<file path="config.mk">
export PLATFORM = sky130hd
export DESIGN_NAME = stim_player
export DESIGN_NICKNAME = d
export VERILOG_FILES = /design/src/rtl/stim_pkg.sv /design/src/rtl/stim_ram.sv /design/src/rtl/stim_player.sv
export SDC_FILE = /design/constraint.sdc
export NUM_CORES = 1
export LEC_CHECK = 0
export BUFFER_PORTS_ARGS = -buffer_cell sky130_fd_sc_hd__clkbuf_2
export CAP_MARGIN = 20
export CORE_ASPECT_RATIO = 2
export CORE_MARGIN = 4
export CORE_UTILIZATION = 40
export DETAILED_ROUTE_END_ITERATION = 10
export GPL_TIMING_DRIVEN = 0
export PLACE_DENSITY = 0.63
export SYNTH_ARGS = -nofsm -noshare
export SYNTH_HDL_FRONTEND = slang
export SYNTH_SLANG_ARGS = --single-unit
</file>
<file path="constraint.sdc">
create_clock -name clock -period 2.6 [get_ports clock]
set_input_delay 0.13 -clock clock [delete_from_list [all_inputs] [get_ports clock]]
set_output_delay 0.13 -clock clock [all_outputs]
set_load 0.01 [all_outputs]
</file>
<file path="src/rtl/stim_pkg.sv">
// Shared types and constants for the stimulus sequencer.
// Entry layout is {hold, vector} with the vector in the LSBs.
package stim_pkg;

   typedef enum logic {
      IDLE,
      PLAY
   } state_e;

   typedef enum logic [1:0] {
      ERR_NONE,
      ERR_LEN,
      ERR_WR_BUSY,
      ERR_WR_ADDR
   } err_e;

   localparam int VEC_LSB = 0;

   function automatic int hold_lsb(input int vec_w);
      return VEC_LSB + vec_w;
   endfunction

endpackage

</file>
<file path="src/rtl/stim_ram.sv">
// Program store: one synchronous write port, asynchronous read.
// Contents are deliberately not reset.
module stim_ram
   import stim_pkg::*;
#(
   parameter int DEPTH  = 31,
   parameter int W      = 11,
   parameter int ADDR_W = 5
) (
   input  logic              clock,
   input  logic              we,
   input  logic [ADDR_W-1:0] waddr,
   input  logic [W-1:0]      wdata,
   input  logic [ADDR_W-1:0] raddr,
   output logic [W-1:0]      rdata
);

   logic [W-1:0] mem [DEPTH];

   always_ff @(posedge clock) begin
      if (we) mem[waddr] <= wdata;
   end

   assign rdata = mem[raddr];

endmodule

</file>
<file path="src/rtl/stim_player.sv">
// Stimulus sequencer: plays {hold, vector} entries onto vec_out,
// one-shot or looped, with abort and run-time program loading.
module stim_player
   import stim_pkg::*;
#(
   parameter int VEC_W  = 3,
   parameter int DEPTH  = 31,
   parameter int HOLD_W = 8,
   parameter int ADDR_W = (DEPTH > 1) ? $clog2(DEPTH) : 1
) (
   input  logic                    clock,
   input  logic                    reset,
   input  logic                    wr_en,
   input  logic [ADDR_W-1:0]       wr_addr,
   input  logic [VEC_W+HOLD_W-1:0] wr_data,
   input  logic                    start,
   input  logic [ADDR_W:0]         len,
   input  logic                    loop_en,
   input  logic                    stop,
   output logic [VEC_W-1:0]        vec_out,
   output logic [ADDR_W-1:0]       pc,
   output logic                    busy,
   output logic                    done,
   output logic                    err,
   output logic [31:0]             cyc_cnt
);

   localparam int W        = VEC_W + HOLD_W;
   localparam int HOLD_LSB = hold_lsb(VEC_W);
   localparam logic [ADDR_W:0] DEPTH_L = (ADDR_W+1)'(DEPTH);

   state_e              state_q, state_n;
   logic [VEC_W-1:0]    vec_q, vec_n;
   logic [HOLD_W-1:0]   hold_q, hold_n;
   logic [ADDR_W-1:0]   pc_q, pc_n;
   logic [ADDR_W:0]     len_q, len_n;
   logic [31:0]         cyc_q, cyc_n;
   logic                done_n;
   err_e                err_cause;
   logic                err_q;

   logic                wr_ok;
   logic                len_ok;
   logic                at_last;
   logic [ADDR_W-1:0]   rd_addr;
   logic [W-1:0]        ram_q;
   logic [W-1:0]        rd_word;
   logic [VEC_W-1:0]    rd_vec;
   logic [HOLD_W-1:0]   rd_hold;

   assign wr_ok   = wr_en && (state_q == IDLE)
                 && ({1'b0, wr_addr} < DEPTH_L);
   assign len_ok  = (len != '0) && (len <= DEPTH_L);
   assign at_last = ({1'b0, pc_q} == len_q - (ADDR_W+1)'(1));
   assign rd_addr = (state_q == IDLE || at_last)
                  ? '0 : pc_q + ADDR_W'(1);

   stim_ram #(
      .DEPTH  (DEPTH),
      .W      (W),
      .ADDR_W (ADDR_W)
   ) u_ram (
      .clock (clock),
      .we    (wr_ok),
      .waddr (wr_addr),
      .wdata (wr_data),
      .raddr (rd_addr),
      .rdata (ram_q)
   );

   // Bypass so a start in the same cycle as a write sees the new entry.
   assign rd_word = (wr_ok && wr_addr == rd_addr) ? wr_data : ram_q;
   assign rd_vec  = rd_word[VEC_LSB +: VEC_W];
   assign rd_hold = rd_word[HOLD_LSB +: HOLD_W];

   always_comb begin
      state_n   = state_q;
      vec_n     = vec_q;
      hold_n    = hold_q;
      pc_n      = pc_q;
      len_n     = len_q;
      cyc_n     = cyc_q;
      done_n    = 1'b0;
      err_cause = ERR_NONE;
      if (wr_en && !wr_ok) begin
         err_cause = (state_q == PLAY) ? ERR_WR_BUSY : ERR_WR_ADDR;
      end
      unique case (state_q)
         IDLE: begin
            if (start) begin
               if (len_ok) begin
                  state_n = PLAY;
                  vec_n   = rd_vec;
                  hold_n  = rd_hold;
                  pc_n    = '0;
                  len_n   = len;
                  cyc_n   = 32'd1;
               end else begin
                  err_cause = ERR_LEN;
               end
            end
         end
         PLAY: begin
            if (stop) begin
               state_n = IDLE;
               vec_n   = '0;
            end else if (hold_q != '0) begin
               hold_n = hold_q - HOLD_W'(1);
               cyc_n  = cyc_q + 32'd1;
            end else if (!at_last || loop_en) begin
               pc_n   = rd_addr;
               vec_n  = rd_vec;
               hold_n = rd_hold;
               cyc_n  = cyc_q + 32'd1;
            end else begin
               state_n = IDLE;
               done_n  = 1'b1;
            end
         end
         default: state_n = IDLE;
      endcase
   end

   always_ff @(posedge clock) begin
      if (reset) begin
         state_q <= IDLE;
         vec_q   <= '0;
         hold_q  <= '0;
         pc_q    <= '0;
         len_q   <= '0;
         cyc_q   <= '0;
         done    <= 1'b0;
         err_q   <= 1'b0;
      end else begin
         state_q <= state_n;
         vec_q   <= vec_n;
         hold_q  <= hold_n;
         pc_q    <= pc_n;
         len_q   <= len_n;
         cyc_q   <= cyc_n;
         done    <= done_n;
         err_q   <= (err_cause != ERR_NONE);
      end
   end

   assign vec_out = vec_q;
   assign pc      = pc_q;
   assign busy    = (state_q == PLAY);
   assign err     = err_q;
   assign cyc_cnt = cyc_q;

endmodule

</file>
==> results.md <==
- Crit path kind: reg2reg
- Most Frequent Cell on Critical Path: buf_12
- Worst path cell trace: or2_4, o31a_1, or4_4, buf_12, o21ai_4, buf_12, o21ai_0, a21oi_1, a22oi_1, a21boi_1, a211oi_1
- CTS tree: yes
- Worst Path Buf+Inv: 2
- Setup tns final: -22.74 ns
- Netlist Area Pre-Place: 0.0162 mm^2
- FMAX: 300 MHz
- Levels on crit path: 11
- Setup violators final: 122
- Sw frac: 0.221
- Seq cells post-synth: 398
- Synth Net Count: 1257
- Global-route wire length before repair: 82.9 mm
- Synth Area per Inst: 13.3 um^2
- H-tree levels: 2
- # port buffers: 70
- CP required: 3.01 ns
- P_leak: 6.81 nW
- Die X: 150 um
- Failing checks: setup timing
- Worst Path Arrival: 3.75 ns
- Final worst path period share: 1.28
- Main flop type after synthesis: edfxtp_1
- Total track usage: 0.266
- Die Height: 293 um
- Crit path capture type: register
- Max_slew headroom: 0.417
- RSZ-0062 raised after global routing: true
- Post-synth EDFFs: 341
- Clock Tree Root: clkbuf_16
- Final setup margin: -0.737 ns
- Pwr dens: 642 mW/mm^2
- Post-DP HPWL: 42.1 mm
- Number of global-route vias before repair: 11900
- Critical path's slowest cell: or4_4
- Internal power: 10.3 mW
- Clk slew on worst S/H paths: 0.07 ns
- Core footprint: 0.0402 mm^2
- Actual transition at the worst max-transition pin: 0.874 ns
- Worst vdd ir: 0.000407 V
- Initial antenna violation count: 3
- Outcome: finished with violations
- Reg2Reg Setup Slack: -0.74 ns
- First-pass DRT Iterations: 6
- # rows: 104
- Gpl congestion: 0.987
- Seq/Total Area, Yosys: 0.701
- Nets: 1465
- Sink Count: 398
- Final hold viol count: 0
- Yosys warning count: 0
- Non-filler instance count after layout: 1986
- Ys async rst share: 0
- CP delay by family, top: compound AO/OA/AOI/OAI gates
- DRT iter0 DRCs: 1402
- Count leader, synth: edfxtp_1
- FILL cells: 3283
- Combinational share of power: 0.066
- Worst Path Max Fanout: 6
- Antenna Nets Post-Route: 0
- CTS max path bufs: 3
- Crit. Startpoint: len_q[3]
- Vias: 12200
- Share of cells above drive strength 1: 0.293
- Clk Latency, worst-skew pair: 0.55 ns
- Startpoint class of the critical path: register
- Clock power frac: 0.406
- Initial Util: 0.404
- Worst path max stage delay: 0.54 ns
- R2r worst-path depth: 11
- Worst r2r src: len_q[3]
- Total CTS buffers: 34
- Full die area: 0.0441 mm^2
- Skew final: 0.0203 ns
- DRC: 0
- Pin count of the biggest net entering global routing: 34
- Yosys top cell by area: edfxtp_1
- Post-synth cell types: 79
- Most common library cells after synthesis: edfxtp_1 (341), nor2_1 (148), nand2_1 (82)
- Worst hold path class: in2reg
- Post-Syn Instances: 1224
- Net switching power: 2.93 mW
- Area Overhead vs Synth: 27.5%
- Sequential Power Share: 0.528
- FF-to-FF End: hold_q[6]
- Post-synth top area share: 0.631
- Vias per Instance: 6.13
- Synth area leaders: edfxtp_1 (63%), dfxtp_1 (7.0%), nor2_1 (3.4%), o22ai_1 (2.1%), o21ai_0 (2.0%)
- Last element of the critical path: hold_q[6]
- Max cap viols: 0
- Overflow after GRT: 0
- Post-Route WL: 60.3 mm
- Slew Viols, Final: 0
- Dpl cells: 1845
- I/O pin cnt: 71
- Minimum clock period: 3.34 ns
- DR WL/cell: 30.4 um
## state kept, by name, indices dropped and copies added, names as in the netlist, 3 cells and up
register   flops
len_q          6
vec_out        3
u_ram.mem    341
cyc_cnt       32
pc             5
hold_q         8
## worst reg2reg max path, delay by kind of cell (launching register included)
family | cells | cell delay (ns)
buffers and inverters | 2 | 0.37
DFF | 1 | 0.35
AOI/OAI and AO/OA | 7 | 1.71
and+or+nand+nor | 2 | 0.78
## worst min path at each step
stage	endpoint	from	cells after the start
after global placement	done	loop_en	2
after detailed placement	done	loop_en	2
after CTS	len_q[3]	start	4
after global routing	len_q[1]	start	4
final	len_q[2]	start	4
after floorplan	done	loop_en	1
## placed cells by master (no fill, tap or decap), drive strengths merged, types with 6 or more instances in the layout
cell type	Yosys	layout
edfxtp	341	341
nor2	149	149
clkbuf	31	135
buf	30	126
o21ai	83	83
nand2	82	82
dfxtp	57	57
o22ai	55	55
a21oi	52	52
o221ai	36	36
nor3	28	28
nand3	23	23
inv	17	18
xnor2	17	17
xor2	16	16
a221oi	16	16
nand4	14	14
mux2i	14	14
or3	13	13
clkinv	0	13
a22oi	12	12
o211ai	10	10
dlygate4sd3	0	10
and3	8	8
nor4	7	7
nand3b	6	6
o2bb2ai	6	6
## through the flow
step           worst slack [ns]  area [um^2]  hold WS (ns)  total power [mW]   util
3_3_place_gp              -2.14        17300         0.365              7.81  0.431
3_5_place_dp              -2.10        17500         0.375              7.82  0.435
5_1_grt                  -0.726        20700         0.156              13.6  0.514
2_1_floorplan            -0.161        16300         0.207              7.48      -
6_report                 -0.737        20700        0.0859              13.3  0.514
4_1_cts                  -0.659        20000        0.0842              13.2  0.498
## kinds of logic after synthesis
group,Yosys count,share of synthesized area
DFF,398,0.701
and+or+nand+nor,354,0.101
AOI/OAI and AO/OA,340,0.144
buffers and inverters,78,0.0222
xor gates and xnor gates,33,0.0178
muxes,16,0.0100
adders and majority gates,5,0.00385
## per-layer routing
metal	wire [um]	up-vias	part of all wire	global-route usage
met5	26	-	0.00043	0
met4	6950	4	0.12	0.231
met3	4280	243	0.071	0.0485
met2	30900	705	0.51	0.474
met1	18100	6032	0.30	0.255
li1	-	5199	-	-
## what timing repair did
action	4_1_cts	5_1_grt
hold buffers	10	0
resized for setup	216	106
setup buffers	46	25
pin swaps	61	41
setup endpoints to repair	257	196
endpoints found under the hold margin	9	0
gates cloned	0	2
## layout make-up
| class | instances | area [um^2] | share of cell area |
|---|---|---|---|
| antenna | 1 | 2.50 | 0.000121 |
| clock inverter | 20 | 224 | 0.0108 |
| multi-input combinational | 748 | 5430 | 0.262 |
| buffer | 60 | 671 | 0.0324 |
| timing repair buffer | 173 | 1310 | 0.0631 |
| sequential | 398 | 11400 | 0.551 |
| inverter | 17 | 63.8 | 0.00308 |
| clock buffer | 39 | 933 | 0.0451 |
| tap | 530 | 663 | 0.0321 |
## power by group through the flow
stage               combinational [mW]  clock, mW  sequential [mW]
finish                           0.871       5.39             7.01
CTS                              0.783       5.41             7.01
detailed placement               0.669          0             7.16
global route                     0.908       5.69             7.01
floorplan                        0.338          0             7.15
global placement                 0.652          0             7.15
No activity file was read; power rests on OpenSTA's default activity.
